===== config.mk =====
export PLATFORM = sky130hd
export DESIGN_NAME = iter_cmp_flat
export DESIGN_NICKNAME = d
export VERILOG_FILES = /design/src/rtl/iter_cmp_if.sv /design/src/rtl/iter_cmp.sv /design/src/flat_wrapper.sv
export SDC_FILE = /design/constraint.sdc
export NUM_CORES = 1
export LEC_CHECK = 0
export BUFFER_PORTS_ARGS = -buffer_cell sky130_fd_sc_hd__buf_4
export CAP_MARGIN = 20
export CORE_ASPECT_RATIO = 1.2
export CORE_MARGIN = 5
export CORE_UTILIZATION = 35
export CTS_CLUSTER_DIAMETER = 120
export DETAILED_ROUTE_END_ITERATION = 8
export GPL_ROUTABILITY_DRIVEN = 0
export SLEW_MARGIN = 10
export SYNTH_ARGS = -nofsm -noshare
export SYNTH_HDL_FRONTEND = slang
export SYNTH_SLANG_ARGS = --single-unit

===== constraint.sdc =====
create_clock -name clk -period 6.2 [get_ports clk]
set_clock_uncertainty 0.1 [all_clocks]
set_input_delay 0 -clock clk [delete_from_list [all_inputs] [get_ports clk]]
set_output_delay 0 -clock clk [all_outputs]
set_load 0.02 [all_outputs]

===== src/rtl/iter_cmp_if.sv =====
// Request/result bundle for iter_cmp; the is_unsigned wire exists only when CMP_UNSIGNED_EN is defined.
interface iter_cmp_if #(
    parameter int unsigned WIDTH = 32
);
    logic             start;
    logic [WIDTH-1:0] data1;
    logic [WIDTH-1:0] data2;
    logic [2:0]       cond;
`ifdef CMP_UNSIGNED_EN
    logic             is_unsigned;
`endif
    logic             ready;
    logic             done;
    logic             equal;
    logic             greater;
    logic             less;
    logic             taken;

`ifdef CMP_UNSIGNED_EN
    modport master (
        output start, data1, data2, cond, is_unsigned,
        input  ready, done, equal, greater, less, taken
    );
    modport slave (
        input  start, data1, data2, cond, is_unsigned,
        output ready, done, equal, greater, less, taken
    );
`else
    modport master (
        output start, data1, data2, cond,
        input  ready, done, equal, greater, less, taken
    );
    modport slave (
        input  start, data1, data2, cond,
        output ready, done, equal, greater, less, taken
    );
`endif
endinterface


===== src/rtl/iter_cmp.sv =====
// Multi-cycle comparator: CHUNK bits per cycle, MSB chunk first, early exit on first difference.
// Optional CMP_UNSIGNED_EN adds a per-request unsigned mode; otherwise every compare is signed.
module iter_cmp #(
    parameter int unsigned WIDTH = 32,
    parameter int unsigned CHUNK = 8
) (
    input  logic      clk,
    input  logic      reset,
    iter_cmp_if.slave bus
);
    localparam int unsigned N  = WIDTH / CHUNK;
    localparam int unsigned CW = (N > 1) ? $clog2(N) : 1;

    localparam logic [1:0] S_IDLE = 2'd0;
    localparam logic [1:0] S_RUN  = 2'd1;
    localparam logic [1:0] S_DONE = 2'd2;

    localparam logic [WIDTH-1:0] MSB_BIT = WIDTH'(1) << (WIDTH - 1);

    logic [1:0]       state,   state_nxt;
    logic [CW-1:0]    cnt,     cnt_nxt;
    logic [WIDTH-1:0] a_q,     a_nxt;
    logic [WIDTH-1:0] b_q,     b_nxt;
    logic [2:0]       cond_q,  cond_nxt;
    logic             eq_q,    eq_nxt;
    logic             gt_q,    gt_nxt;
    logic             lt_q,    lt_nxt;
    logic             tk_q,    tk_nxt;
    logic             done_q,  done_nxt;
    logic             ready_q, ready_nxt;

    logic [CHUNK-1:0] chunk_a;
    logic [CHUNK-1:0] chunk_b;
    logic [WIDTH-1:0] bias;
    logic             accept;
    logic             last;

    function automatic logic taken_of(input logic [2:0] c, input logic e, input logic g,
                                      input logic l);
        case (c)
            3'd0:    taken_of = e;
            3'd1:    taken_of = !e;
            3'd2:    taken_of = l;
            3'd3:    taken_of = !l;
            3'd4:    taken_of = l || e;
            3'd5:    taken_of = g;
            default: taken_of = 1'b0;
        endcase
    endfunction

    // Flipping the sign bit maps two's-complement order onto unsigned order.
`ifdef CMP_UNSIGNED_EN
    assign bias = bus.is_unsigned ? '0 : MSB_BIT;
`else
    assign bias = MSB_BIT;
`endif

    assign accept  = bus.start && ready_q;
    assign last    = (cnt == CW'(N - 1));
    assign chunk_a = CHUNK'(a_q >> (CHUNK * (N - 1 - 32'(cnt))));
    assign chunk_b = CHUNK'(b_q >> (CHUNK * (N - 1 - 32'(cnt))));

    // Next-state and next-output logic.
    always_comb begin
        state_nxt = state;
        cnt_nxt   = cnt;
        a_nxt     = a_q;
        b_nxt     = b_q;
        cond_nxt  = cond_q;
        eq_nxt    = eq_q;
        gt_nxt    = gt_q;
        lt_nxt    = lt_q;
        tk_nxt    = tk_q;
        done_nxt  = 1'b0;

        case (state)
            S_IDLE, S_DONE: begin
                if (accept) begin
                    state_nxt = S_RUN;
                    cnt_nxt   = '0;
                    a_nxt     = bus.data1 ^ bias;
                    b_nxt     = bus.data2 ^ bias;
                    cond_nxt  = bus.cond;
                end else begin
                    state_nxt = S_IDLE;
                end
            end
            S_RUN: begin
                if (chunk_a != chunk_b) begin
                    eq_nxt    = 1'b0;
                    gt_nxt    = chunk_a > chunk_b;
                    lt_nxt    = chunk_a < chunk_b;
                    tk_nxt    = taken_of(cond_q, 1'b0, chunk_a > chunk_b, chunk_a < chunk_b);
                    done_nxt  = 1'b1;
                    state_nxt = S_DONE;
                end else if (last) begin
                    eq_nxt    = 1'b1;
                    gt_nxt    = 1'b0;
                    lt_nxt    = 1'b0;
                    tk_nxt    = taken_of(cond_q, 1'b1, 1'b0, 1'b0);
                    done_nxt  = 1'b1;
                    state_nxt = S_DONE;
                end else begin
                    cnt_nxt = cnt + CW'(1);
                end
            end
            default: state_nxt = S_IDLE;
        endcase

        ready_nxt = (state_nxt != S_RUN);
    end

    always_ff @(posedge clk) begin
        if (reset) begin
            state   <= S_IDLE;
            cnt     <= '0;
            a_q     <= '0;
            b_q     <= '0;
            cond_q  <= '0;
            eq_q    <= 1'b0;
            gt_q    <= 1'b0;
            lt_q    <= 1'b0;
            tk_q    <= 1'b0;
            done_q  <= 1'b0;
            ready_q <= 1'b1;
        end else begin
            state   <= state_nxt;
            cnt     <= cnt_nxt;
            a_q     <= a_nxt;
            b_q     <= b_nxt;
            cond_q  <= cond_nxt;
            eq_q    <= eq_nxt;
            gt_q    <= gt_nxt;
            lt_q    <= lt_nxt;
            tk_q    <= tk_nxt;
            done_q  <= done_nxt;
            ready_q <= ready_nxt;
        end
    end

    assign bus.ready   = ready_q;
    assign bus.done    = done_q;
    assign bus.equal   = eq_q;
    assign bus.greater = gt_q;
    assign bus.less    = lt_q;
    assign bus.taken   = tk_q;
endmodule

===== src/flat_wrapper.sv =====
// flat-port wrapper written by rule: the top's interface ports become plain ports
module iter_cmp_flat 
#(
    parameter int unsigned WIDTH = 32,
    parameter int unsigned CHUNK = 8
)
  (clk, reset, bus_start, bus_data1, bus_data2, bus_cond, bus_ready, bus_done, bus_equal, bus_greater, bus_less, bus_taken);
  iter_cmp_if #(.WIDTH(WIDTH)) bus_i ();
  input  logic clk;
  input  logic reset;
  input wire logic [$bits(bus_i.start)-1:0] bus_start;
  input wire logic [$bits(bus_i.data1)-1:0] bus_data1;
  input wire logic [$bits(bus_i.data2)-1:0] bus_data2;
  input wire logic [$bits(bus_i.cond)-1:0] bus_cond;
  output wire logic [$bits(bus_i.ready)-1:0] bus_ready;
  output wire logic [$bits(bus_i.done)-1:0] bus_done;
  output wire logic [$bits(bus_i.equal)-1:0] bus_equal;
  output wire logic [$bits(bus_i.greater)-1:0] bus_greater;
  output wire logic [$bits(bus_i.less)-1:0] bus_less;
  output wire logic [$bits(bus_i.taken)-1:0] bus_taken;
  assign bus_i.start = bus_start;
  assign bus_i.data1 = bus_data1;
  assign bus_i.data2 = bus_data2;
  assign bus_i.cond = bus_cond;
  assign bus_ready = bus_i.ready;
  assign bus_done = bus_i.done;
  assign bus_equal = bus_i.equal;
  assign bus_greater = bus_i.greater;
  assign bus_less = bus_i.less;
  assign bus_taken = bus_i.taken;
  iter_cmp #(.WIDTH(WIDTH), .CHUNK(CHUNK)) u_core (.clk(clk), .reset(reset), .bus(bus_i));
endmodule

==> results of run 1 <==
-- metrics by stage --
stage / instances / worst slack, ns / cell area, µm² / utilization, % / power (W)
finish: 638 / 3.159 / 4853 / 53.17 / 0.001207
global route: 638 / 2.982 / 4853 / 53.17 / 0.001266
CTS: 637 / 2.935 / 4838 / 53.00 / 0.001218
detailed placement: 554 / 2.949 / 3945 / 43.22 / 0.0007675
global placement: 553 / 3.067 / 3925 / 43.00 / 0.0007576
floorplan: 383 / 3.540 / 3307 / - / 0.0006916
-- layer usage --
layer  vias to the layer above  GRT usage [%]  share of wire [%]
met5                         -              0                  0
met4                         0          7.195                2.0
met3                        13          3.047                3.6
met2                        57          29.05                 55
met1                      1418          16.52                 40
li1                       1546              -                  -
-- registers in the layout, indices dropped and copies added, names as in the netlist --
signal,cells
u_core.b_q,32
u_core.bus.taken,1
u_core.bus.equal,1
u_core.cnt,2
u_core.bus.done,1
u_core.a_q,32
u_core.bus.less,1
u_core.bus.greater,1
u_core.cond_q,3
u_core.state,2
u_core.bus.ready,1
-- final cells by class --
type	count	area (µm²)	share of cell area (%)
clock buffers	9	123.9	2.552
well taps	120	150.1	3.094
repair buffers	145	1276	26.30
inverters	11	41.29	0.8507
multi-input cells	269	1622	33.41
flip-flops and latches	77	1541	31.76
clock inverters	7	98.84	2.037
-- power groups by stage --
stage | Combinational [W] | Sequential [W] | Clock, W
floorplan | 0.000135 | 0.000557 | 0
global placement | 0.000194 | 0.000564 | 0
detailed placement | 0.000203 | 0.000564 | 0
CTS | 0.000237 | 0.000553 | 0.000428
global route | 0.000265 | 0.000555 | 0.000447
finish | 0.000238 | 0.000551 | 0.000418
-- kinds of logic (layout without fill, tap and decap cells) --
logic type	after synthesis	after routing
AO/OA/AOI/OAI	84	84
flip-flops	77	77
multiplexers	17	17
AND/OR/NAND/NOR	159	159
buffers and inverters	37	172
adder cells (fa/ha/maj)	9	9
-- cells in the final DEF, fill, tap and decap left out, types with 2 or more instances in the layout --
| master | n |
|---|---|
| a21oi_1 | 68 |
| nor2_1 | 13 |
| nand2_1 | 133 |
| nor2_4 | 2 |
| dfxtp_1 | 77 |
| buf_4 | 76 |
| inv_1 | 11 |
| mux4_2 | 16 |
| clkbuf_8 | 9 |
| o21ai_0 | 2 |
| clkinv_4 | 2 |
| a211oi_1 | 3 |
| ha_1 | 9 |
| bufinv_16 | 2 |
| dlygate4sd3_1 | 67 |
-- worst reg2reg max path: cells and delay by family (launching register included) --
family        cells  cell delay (ns)
fa+ha+maj         1             0.33
flops             1             0.88
simple gates      5             0.81
mux               2             0.78
-- path summary, 6_finish.rpt --
path,to,slack (ns)
worst max-delay path,u_core.cnt[0],3.16
worst min-delay path,u_core.bus.greater,0.08
worst max register to register,u_core.cnt[0],3.16
worst min register to register,u_core.a_q[16],0.36
==> results.ini, run 1 <==
[synthesis]
synthSimpleGateAreaFrac_pct=19.79
ys_seq_area_share_pct=46.61
synthCells=383
ys_ff_latch=77
synth.most_common_cell=nand2_1
synthDistinctLibCells=37
synth_adder_area_share_pct=3.405
synth_top_family_by_area=simple AND/OR/NAND/NOR gates
ys.flop_type=dfxtp_1
syn_area_um2=3307
avgSynthCellArea_um2=8.634
synthArstFlopShare_pct=0
ys.warnings.count=0
yosys.area.top_type=dfxtp_1
synth_nets=462
synth_xor_xnor_area_share_pct=0
synth-edff-count=0
synth-compound-area-share_pct=14.42
synth_top_area_share_pct=46.61
synth.area.mux_share_pct=11.20
synth_area_leaders=dfxtp_1, nand2_1, mux4_2
synth.top_cells.by_count=nand2_1, dfxtp_1, a21oi_1, mux4_2

[pwr]
pwr-share-comb_pct=19.7
p_int_w=0.0008830
swShare_pct=26.84
peakVddDrop_uv=104.9
p_sw_w=0.0003240
clockPowerShare_pct=34.6
seq_power_share_pct=45.6
p_per_area_nw_per_um2=248.7
leakage_nw=1.946

[run]
drv_cap=0

[min_path]
hp-start=reset
hold_path.class=primary input to register
worstHoldPathCells=2

[worst_setup_path]
worstPathCellList=mux4_2, ha_1, and4_2, nand2_2, nor3b_2, nor2_1, mux2i_1, nor2_1
cp_slowest_stage_delay_ns=0.88
critPathKind=register to register
reg2regPathDepth=8
cp.arrival_ns=3.16
crit-reg2reg-launch=u_core.cnt[1]
cp_slowest_cell=dfxtp_1
cp.required_ns=6.32
path_depth=8
worst_path_most_repeated_cell=nor2_1
cp-end-kind=register
start_kind=register
cp-startpoint=u_core.cnt[1]
cp_max_fo=18
crit_family=flip-flops
cp.buffers_inverters=0

[floorplanning]
start_util_pct=36.23
ios=76
fp.dieH_um=116.5
die_x_um=98.74
dieArea_um2=11500
core_um2=9129
rows=38

[drt]
routed_wl_um=8667
drc_errors=0
drt-pass1-iter-count=4
viasPerCell=4.755
dr.first_iter.drc_count=131
wl_per_cell_um=13.58
drtAntennaViolNets=0
vias=3034

[layout]
diodes=0
drive_gt1_share_pct=23.55
fin_nets=592
fill_cells=848
area_delta_synth_final_pct=46.76

[sta]
min_period_ns=3.041
tightest_slew_ns=0.8519
fin_crit_sh_pct=49.04
setup_tns_ns=0
drv_slew=0
timing.hold.ws_ns=0.08149
maxSlewHeadroom_pct=43.13
setup-violations-final=0
grt_setup_unrepaired=no
hold_viol_final=0
max_freq_mhz=328.9

[global_route]
grt_pass1_vias=3128
grt-ovfl-total=0
grt_max_degree=77
antenna_found_initial=0
grtUsageTotal_pct=15.40
grt_pass1_wl_um=14060

[status]
outcome=completed

[clocking]
clkLatencyLatePin_ns=0.35
cts_tree=yes
ctsRootBufferMaster=clkbuf_8
cts.sink_count=77
cts.path.max_buffers=2
cts_inserted_buffers=9
postCtsHoldBufs=67
cts.repair.resized=0
post-cts-setup-buffer-count=0
htree_levels=3
clk_pin_slew_ns=0.08

[placement]
port_buffers=75
place_hpwl_um=5902

No activity file was read; power rests on OpenSTA's default activity.
==> inputs of run 2 (changes only) <==
==> constraint.sdc (replaced) <==
create_clock -name clk -period 3 [get_ports clk]
set_clock_uncertainty 0.1 [all_clocks]
set_input_delay 0 -clock clk [delete_from_list [all_inputs] [get_ports clk]]
set_output_delay 0 -clock clk [all_outputs]
set_load 0.02 [all_outputs]
==> results.ini, run 2 (same netlist as run 1, synthesis figures left out) <==
[status]
outcome=completed

[drt]
dr.first_iter.drc_count=149
vias=3005
drc_errors=0
wl_per_cell_um=13.65
drt-pass1-iter-count=5
routed_wl_um=8725
viasPerCell=4.703
drtAntennaViolNets=0

[pwr]
p_per_area_nw_per_um2=480.0
peakVddDrop_uv=213.5
leakage_nw=1.913

[placement]
port_buffers=75
place_hpwl_um=5815

[clocking]
htree_levels=3
clkLatencyLatePin_ns=0.35
cts.path.max_buffers=2
cts_inserted_buffers=9
clk_pin_slew_ns=0.07
cts.sink_count=77
cts_tree=yes
cts.repair.resized=0
postCtsHoldBufs=67
post-cts-setup-buffer-count=0
ctsRootBufferMaster=clkbuf_8

[worst_setup_path]
cp_slowest_stage_delay_ns=0.55
worstPathCellList=buf_4, mux4_2, ha_1, and4_4, nand2_2, nor3b_2, nor2_1, mux2i_1, nor2_1
worst_path_most_repeated_cell=nor2_1
cp_max_fo=11
critPathKind=register to register
start_kind=register
cp-end-kind=register
cp.required_ns=3.10
cp_slowest_cell=dfxtp_1
cp.arrival_ns=2.75

[global_route]
grt_max_degree=77
grt_pass1_vias=2976
grtUsageTotal_pct=15.79
grt-ovfl-total=0
grt_pass1_wl_um=14120
antenna_found_initial=0

[layout]
post-route-util_pct=52.56
area_delta_synth_final_pct=45.10
fin_nets=593
diodes=0
drive_gt1_share_pct=23.31
reg.largest.list=u_core.a_q x32, u_core.b_q x32, u_core.cond_q x3
most-common-layout-cells=nand2_1, buf_4, dfxtp_1
fill_cells=852
layout_commonest_cell=nand2_1

[sta]
min_period_ns=2.650
drv_slew=0
maxSlewHeadroom_pct=30.98
setup_tns_ns=0
fin_crit_sh_pct=88.34
hold_viol_final=0
tightest_slew_ns=1.035
setup-violations-final=0
grt_setup_unrepaired=no
max_freq_mhz=377.3

[floorplanning]
dieArea_um2=11500
fp.dieH_um=116.5
core_um2=9129
start_util_pct=36.23
ios=76
die_x_um=98.74
rows=38

[run]
drv_cap=0

[min_path]
hold_path.class=primary input to register

## run 2: area by class of cell
| cell class | count | area, µm² | area share (%) |
|---|---|---|---|
| clock inverters | 5 | 36.28 | 0.7562 |
| multi-input cells | 269 | 1622 | 33.79 |
| repair buffers | 146 | 1276 | 26.60 |
| inverters | 11 | 41.29 | 0.8605 |
| clock buffers | 11 | 131.4 | 2.738 |
| flip-flops and latches | 77 | 1541 | 32.13 |
| well taps | 120 | 150.1 | 3.129 |
## run 2: critical path: cells and delay by family (launching register included)
| kind | cells | cell delay [ns] |
|---|---|---|
| AND/OR/NAND/NOR | 5 | 0.78 |
| flip-flops | 1 | 0.55 |
| multiplexers | 2 | 0.49 |
| adder cells (fa/ha/maj) | 1 | 0.32 |
| buffers and inverters | 1 | 0.28 |
## run 2: path summary, 6_finish.rpt
check                                    start  cells after the start  slack [ns]              to
worst max-delay path             u_core.cnt[1]                      9        0.35   u_core.cnt[0]
worst min-delay path                     reset                      2        0.09   u_core.cnt[0]
worst max register to register   u_core.cnt[1]                      9        0.35   u_core.cnt[0]
worst min register to register  u_core.a_q[13]                      2        0.35  u_core.a_q[13]
## run 2: per-stage QoR
stage / setup WS (ns) / instance area [µm²] / hold slack [ns] / std cells / total power [W]
global route: 0.1733 / 4798 / 0.1208 / 639 / 0.002437
detailed placement: 0.3548 / 3960 / 0.09451 / 556 / 0.001582
finish: 0.3497 / 4798 / 0.08893 / 639 / 0.002303
floorplan: 0.3400 / 3307 / -0.01911 / 383 / 0.001429
CTS: 0.3221 / 4798 / 0.08945 / 639 / 0.002331
global placement: 0.4028 / 3960 / 0.08581 / 556 / 0.001571
## run 2: where the power goes
group	internal [W]	switching, W
Sequential	0.00110	0.0000439
Combinational	0.000255	0.000230
Clock	0.000302	0.000377
Total	0.00165	0.000651
## run 2: routing by layer
layer | GRT usage, % | up-vias | share of wire, %
met1 | 16.81 | 1382 | 40
met5 | 0 | - | 0
met3 | 3.286 | 15 | 3.5
met2 | 29.72 | 59 | 55
met4 | 7.559 | 0 | 2.0
li1 | - | 1549 | -
==> inputs of run 3 (changes only) <==
--- a/config.mk
+++ b/config.mk
@@ -8,11 +8,11 @@
 export BUFFER_PORTS_ARGS = -buffer_cell sky130_fd_sc_hd__buf_4
 export CAP_MARGIN = 20
 export CORE_ASPECT_RATIO = 1.2
-export CORE_MARGIN = 5
 export CORE_UTILIZATION = 35
 export CTS_CLUSTER_DIAMETER = 120
 export DETAILED_ROUTE_END_ITERATION = 8
 export GPL_ROUTABILITY_DRIVEN = 0
+export SETUP_SLACK_MARGIN = 0.5
 export SLEW_MARGIN = 10
 export SYNTH_ARGS = -nofsm -noshare
 export SYNTH_HDL_FRONTEND = slang
==> results.ini, run 3 (same netlist as run 1, synthesis figures left out) <==
[status]
outcome=completed

[layout]
reg.largest.list=u_core.a_q x32, u_core.b_q x32, u_core.cond_q x3
diodes=0
drive_gt1_share_pct=27.89
fin_nets=601
area_delta_synth_final_pct=54.45
most-common-layout-cells=nand2_1, buf_4, dfxtp_1
layout_commonest_cell=nand2_1

[pwr]
total_power_w=0.002572
leakage_nw=2.025
p_per_area_nw_per_um2=503.5
peakVddDrop_uv=237.7

[floorplanning]
rows=38
ios=76
fp.dieH_um=108.5
core_um2=9129
die_x_um=90.74
dieArea_um2=9843
start_util_pct=36.23

[global_route]
grt-ovfl-total=0
grt_max_degree=77
grtUsageTotal_pct=18.09
antenna_found_initial=0
grt_pass1_wl_um=13770
grt_pass1_vias=3059

[drt]
vias=3068
viasPerCell=4.742
drt-pass1-iter-count=4
drc_errors=0
routed_wl_um=8603
dr.first_iter.drc_count=124
wl_per_cell_um=13.30
drtAntennaViolNets=0

[sta]
tightest_slew_ns=0.7734
grt_setup_unrepaired=yes
hold_viol_final=0
min_period_ns=2.537
maxSlewHeadroom_pct=48.44
setup-violations-final=0
drv_slew=0
setup_tns_ns=0
max_freq_mhz=394.1
fin_crit_sh_pct=84.58

[worst_setup_path]
cp.buffers_inverters=3
critPathKind=register to register
cp_slowest_cell=mux4_2
crit_family=compound AO/OA/AOI/OAI gates
cp_slowest_stage_delay_ns=0.50
cp-end-kind=register
reg2reg_slack_ns=0.46
cp.arrival_ns=2.72
worstPathCellList=buf_12, buf_16, mux4_2, inv_2, ha_4, nor2b_4, o211a_4, o21ai_4, o2111ai_1, a22o_1, o21ai_1
start_kind=register
cp_max_fo=6
cp.required_ns=3.19

[placement]
port_buffers=75
place_hpwl_um=5768

[min_path]
hold_path.class=primary input to register

[clocking]
cts_inserted_buffers=9
cts_tree=yes
htree_levels=3
clkLatencyLatePin_ns=0.35
cts.sink_count=77
ctsRootBufferMaster=clkbuf_8
cts.path.max_buffers=2
clk_pin_slew_ns=0.08

[run]
drv_cap=0

run 3: routing by layer:
layer	routed length [µm]	vias up	GRT usage (%)
met2	4600	52	32.63
li1	-	1568	-
met3	217	17	3.235
met4	224	0	9.332
met5	0	-	0
met1	3561	1431	20.42
run 3: path summary, 6_finish.rpt:
check / end / from / cells past startpoint
worst min-delay path: u_core.state[1] / reset / 2
worst max register to register: u_core.bus.taken / u_core.cnt[0] / 11
worst max-delay path: u_core.bus.taken / u_core.cnt[0] / 11
worst min register to register: u_core.a_q[5] / u_core.a_q[5] / 2
run 3: final cells by class:
class / count / area (µm²)
timing repair buffer: 154 / 1418
multi-input combinational: 269 / 1727
sequential: 77 / 1546
clock inverter: 5 / 83.83
clock buffer: 11 / 141.4
inverter: 11 / 41.29
tap: 120 / 150.1
fill: 828 / 4021
run 3: repair_timing:
item	CTS	global route
gates cloned	1	0
setup endpoints to repair	7	5
gates resized for setup	13	11
hold buffers	67	0
endpoints found under the hold margin	67	0
pin swaps	4	10
setup buffers	4	3
run 3: stage by stage:
step                      worst slack, ns  std cells  cell area [µm²]  util (%)  hold slack (ns)
after global placement             0.3793        555             3965     43.43          0.08356
final                              0.4626        647             5107     55.95          0.08248
after global routing               0.3563        647             5107     55.95           0.1107
after detailed placement           0.3108        556             3993     43.74          0.08756
after CTS                          0.4941        644             5029     55.08          0.08567
after floorplan                    0.5004        383             3317         -         -0.01911
run 3: power breakdown:
group / total (W) / internal [W] / switching [W]
clock: 0.000872 / 0.000493 / 0.000379
combinational: 0.000560 / 0.000305 / 0.000254
sequential: 0.00114 / 0.00109 / 0.0000457
total: 0.00257 / 0.00189 / 0.000679
run 3: worst register-to-register path: stages, from the launching register on:
cell	delay, ns
dfxtp_4	0.38
buf_12	0.11
buf_16	0.11
mux4_2	0.50
inv_2	0.08
ha_4	0.19
nor2b_4	0.12
o211a_4	0.24
o21ai_4	0.19
o2111ai_1	0.13
a22o_1	0.19
o21ai_1	0.12
